===== src/rtl/fifo_ctrl.sv =====
// fifo_ctrl: FIFO sequencing controller over an external 8x32 register file.
// Optional FIFO_CTRL_THRESH_EN adds registered almost_full/almost_empty outputs.
// reset_n is a synchronous, active-high reset despite its name.
module fifo_ctrl (
    input  logic        clk,
    input  logic        reset_n,
    input  logic        wr_en,
    input  logic [31:0] din,
    input  logic        rd_en,
    output logic [31:0] dout,
    output logic [3:0]  data_count,
    output logic        full,
    output logic        empty,
    output logic        wr_ack,
    output logic        wr_err,
    output logic        rd_ack,
    output logic        rd_err,
`ifdef FIFO_CTRL_THRESH_EN
    output logic        almost_full,
    output logic        almost_empty,
`endif
    output logic        rf_we,
    output logic [2:0]  rf_wAddr,
    output logic [31:0] rf_wData,
    output logic [2:0]  rf_rAddr,
    input  logic [31:0] rf_rData
);
    typedef enum logic [2:0] {IDLE, WRITE, READ, WR_RD, WR_ERR, RD_ERR} state_t;
    state_t      state_q, state_d;
    logic [2:0]  head_q, head_d, tail_q, tail_d;
    logic [3:0]  count_q, count_d;
    logic [31:0] dout_q, dout_d;
    logic        side_q, side_d;
    logic        push_ok, pop_ok;
`ifdef FIFO_CTRL_THRESH_EN
    logic        af_q, ae_q;
`endif
    // Acceptance from pre-edge count; side flags the rejected half of a mixed request
    always_comb begin
        push_ok = wr_en && (count_q < 4'd8);
        pop_ok  = rd_en && (count_q != 4'd0);
        state_d = (push_ok && pop_ok) ? WR_RD :
                  push_ok             ? WRITE :
                  pop_ok              ? READ  :
                  wr_en               ? WR_ERR :
                  rd_en               ? RD_ERR : IDLE;
        side_d  = (push_ok && rd_en && !pop_ok) || (pop_ok && wr_en && !push_ok);
        tail_d  = push_ok ? tail_q + 3'd1 : tail_q;
        head_d  = pop_ok ? head_q + 3'd1 : head_q;
        count_d = count_q + {3'd0, push_ok} - {3'd0, pop_ok};
        dout_d  = pop_ok ? rf_rData : dout_q;
    end
    // State register; reset wins over any request
    always_ff @(posedge clk) begin
        if (reset_n) begin
            state_q <= IDLE;
            side_q  <= 1'b0;
            head_q  <= 3'd0;
            tail_q  <= 3'd0;
            count_q <= 4'd0;
            dout_q  <= 32'd0;
`ifdef FIFO_CTRL_THRESH_EN
            af_q    <= 1'b0;
            ae_q    <= 1'b1;
`endif
        end else begin
            state_q <= state_d;
            side_q  <= side_d;
            head_q  <= head_d;
            tail_q  <= tail_d;
            count_q <= count_d;
            dout_q  <= dout_d;
`ifdef FIFO_CTRL_THRESH_EN
            af_q    <= count_d >= 4'd7;
            ae_q    <= count_d <= 4'd1;
`endif
        end
    end
    // Decode registered op-state into ack/err strobes and drive the register file
    always_comb begin
        wr_ack     = (state_q == WRITE) || (state_q == WR_RD);
        rd_ack     = (state_q == READ) || (state_q == WR_RD);
        wr_err     = (state_q == WR_ERR) || (state_q == READ && side_q);
        rd_err     = (state_q == RD_ERR) || (state_q == WRITE && side_q);
        dout       = dout_q;
        data_count = count_q;
        full       = count_q == 4'd8;
        empty      = count_q == 4'd0;
        rf_we      = push_ok && !reset_n;
        rf_wAddr   = tail_q;
        rf_wData   = din;
        rf_rAddr   = head_q;
`ifdef FIFO_CTRL_THRESH_EN
        almost_full  = af_q;
        almost_empty = ae_q;
`endif
    end
endmodule


===== config.mk =====
export PLATFORM = sky130hd
export DESIGN_NAME = fifo_ctrl
export DESIGN_NICKNAME = d
export VERILOG_FILES = /design/src/rtl/fifo_ctrl.sv
export SDC_FILE = /design/constraint.sdc
export NUM_CORES = 1
export LEC_CHECK = 0
export CORE_ASPECT_RATIO = 1.1
export CORE_MARGIN = 2
export CORE_UTILIZATION = 40
export CTS_CLUSTER_DIAMETER = 60
export DETAILED_ROUTE_END_ITERATION = 7
export DONT_BUFFER_PORTS = 1
export GPL_ROUTABILITY_DRIVEN = 0
export HOLD_SLACK_MARGIN = 0.02
export MAX_ROUTING_LAYER = met4
export PLACE_DENSITY = 0.53
export SLEW_MARGIN = 20
export SYNTH_ARGS = -nofsm -noshare
export SYNTH_HDL_FRONTEND = slang
export SYNTH_SLANG_ARGS = --single-unit
export TNS_END_PERCENT = 5

===== constraint.sdc =====
create_clock -name clk -period 3.05 [get_ports clk]
set_input_delay 0.61 -clock clk [delete_from_list [all_inputs] [get_ports clk]]
set_output_delay 0.61 -clock clk [all_outputs]
set_load 0.05 [all_outputs]

==> run metrics <==
Critical Path Sink data_count[2]; Post-CTS Setup Bufs 0; Layout Nets 302; share of layout cells above drive strength 1 10.7%; Root Driver clkbuf_8; Pint 1.40 mW; peak supply drop slightly below 500 µV; routed length per instance 13.7 µm; Mapped Area ~2400 µm²; CTS Hold Bufs 0; starting density of the core between 40% and 50%; kind of critical path register to register; Max clock buf depth 2; CTS buffer count 5; Synth Net Count 330; post-route setup TNS 0 ns; worst hold slack 0.374 ns; DP HPWL 2840 µm; FF/Latch Area 921 µm²; Critical R2R Capture data_count[2]; Arr. time, crit path 2.45 ns; top cells by count, synth nand2b_1 (67), dfxtp_1 (46), mux2i_1 (34); total clock sinks 46; H-tree depth 2; multi-input logic area approximately 1200 µm²; most frequent cell after synthesis nand2b_1; post-synthesis sequential area ratio about two fifths; max_cap viols 0; R2R Setup Slk 0.84 ns; sequential group share of total power 48.3%; first-pass GRT wire length 6750 µm; CTS clock-pin slew for the worst setup and hold paths roughly 0.080 ns; Yosys top cell by area dfxtp_1; top post-synthesis cells by area dfxtp_1 (38%), nand2b_1 (17%), mux2i_1 (14%), buf_4 (9.9%), ha_1 (4.7%); Max Fanout on Critical Path 5; P&R area growth vs syn 0.518%; CORE AREA 5810 µm²; Vias/cell 4.69; Clock Latency Late Sink 0.29 ns; die footprint 6680 µm²; post-synth top area share 38.1%; actual slew at the worst max-slew pin 0.922 ns; Net Sw Frac ~44%; outcome finished clean; flops & latches, synth between 40 and 50; chip height 85.5 µm; synth warn 0; final WL 4140 µm; Post-synth top flop dfxtp_1; Final min period 2.21 ns; global route overflow 0; startpoint types register; Vias about 1400; CTS tree built; setup violators final 0; Die Wd 78.1 µm; Starting DRT DRC Count 51; drt pass-1 iters 4; FF-to-FF Start data_count[3]; vias in the first global route 1463; Setup Skew 0.00860 ns; Slew Limit Fails 0; largest net degree at the start of global routing between 80 and 90; IO buf count 0; Site Rows 29; Global Route Usage Sum 13.1%; worst rel slew slack between 30% and 40%; ANT cells 0; Filler Cell Count between 500 and 600; Async SR Flop Fraction 0%; Post-route DRC 0; top-level port count 149; library cells used by synthesis 26; syn avg cell area 9.58 µm²; Post-synth EDFFs 0; critical path startpoint data_count[3]; initial antenna violation count 0; Leakage 0.980 nW; P per Cell Area 1030 nW/µm²; cts repair resizes 0; Post-Synthesis Cells between 200 and 300; Final Hold Violating Endpoints 0; Routed Antenna Nets 0; combinational group share of total power roughly 30%; WP data required 3.28 ns; unrepaired setup endpoints after global routing false; path depth of the worst reg2reg path 12; Clk pwr share 22.0%; Hold WC Path Type input pin to register; P_sw 1.11 mW; Final period util 72.5%; Setup crit end kind register; fmax around 450 MHz
## layout by cell type (no fill, tap or decap)
cell,instances
nand3b_1,1
a21oi_1,4
nand3_1,1
nand2b_1,67
nor2b_1,6
xor2_1,2
clkbuf_8,6
nand2_1,3
ha_1,9
inv_1,8
bufinv_16,2
a31o_2,1
nor2_1,12
or3_1,1
mux2i_1,34
nor3_1,1
nor3b_2,2
dfxtp_1,46
nor4_1,1
a311oi_1,1
o21ai_0,1
mux2_2,1
nor2b_4,1
buf_4,10
nor3b_4,1
fa_1,1
xnor2_1,2
## flip-flops by register name, summed over array words and instances (netlist names)
signal	count
data_count	4
dout	32
rf_rAddr	3
rf_wAddr	3
side_q	1
state_q	3
## critical path: stages, from the launching register on
cell and delay, ns:
dfxtp_1 0.31, buf_4 0.21, inv_1 0.08, ha_1 0.18, nor3b_4 0.16, nor2b_4 0.12
ha_1 0.23, inv_1 0.06, ha_1 0.15, inv_1 0.06, fa_1 0.37, xor2_1 0.15
nor2_1 0.09
## kinds of logic after synthesis
group | count (synthesis) | synth area share (%)
compound gates | 7 | 1.76
xor+xnor | 4 | 1.45
fa+ha+maj | 10 | 5.49
buf+inv | 53 | 14.5
flops | 46 | 38.1
mux | 35 | 14.6
simple gates | 97 | 24.1
## routing by layer
layer	vias up	share of wire (%)	global-route usage, %	routed length [µm]
met1	632	41	14.0	1720
met2	66	47	21.7	1930
met5	-	0	-	0
li1	713	-	-	-
met3	5	10	5.37	431
met4	0	1.4	4.94	59
## through the flow
step	utilization, %	worst slack (ns)	power (mW)	instances	area (µm²)
final	41.8	0.837	2.51	302	2430
after global routing	41.8	0.650	2.66	302	2430
after CTS	41.8	0.835	2.55	302	2430
after detailed placement	39.4	0.856	1.99	294	2280
after global placement	39.4	0.886	1.98	294	2280
after floorplan	-	0.0876	1.96	252	2410
## power by group through the flow
stage	Clock, mW	Sequential [mW]	Combinational, mW
global route	0.604	1.23	0.827
detailed placement	0	1.23	0.757
finish	0.553	1.21	0.744
global placement	0	1.23	0.751
floorplan	0	1.28	0.677
CTS	0.577	1.22	0.759
## area by class of cell
class,instances,share of cell area [%]
clock buffers,6,3.40
clock inverters,2,2.47
inverters,8,1.24
multi-input cells,153,47.9
flip-flops and latches,46,37.9
well taps,77,3.97
repair buffers,10,3.09
## worst min path at each step
stage          slack, ns    start             to  depth (start not counted)
2_1_floorplan       0.69  dout[0]        dout[0]                          2
3_3_place_gp        0.68  reset_n  data_count[1]                          1
3_5_place_dp        0.68  reset_n  data_count[1]                          1
4_1_cts             0.36  reset_n  data_count[1]                          1
5_1_grt             0.35  reset_n  data_count[1]                          1
6_report            0.37  reset_n  data_count[1]                          1
Note: power is estimated with default switching activity, not from simulation.
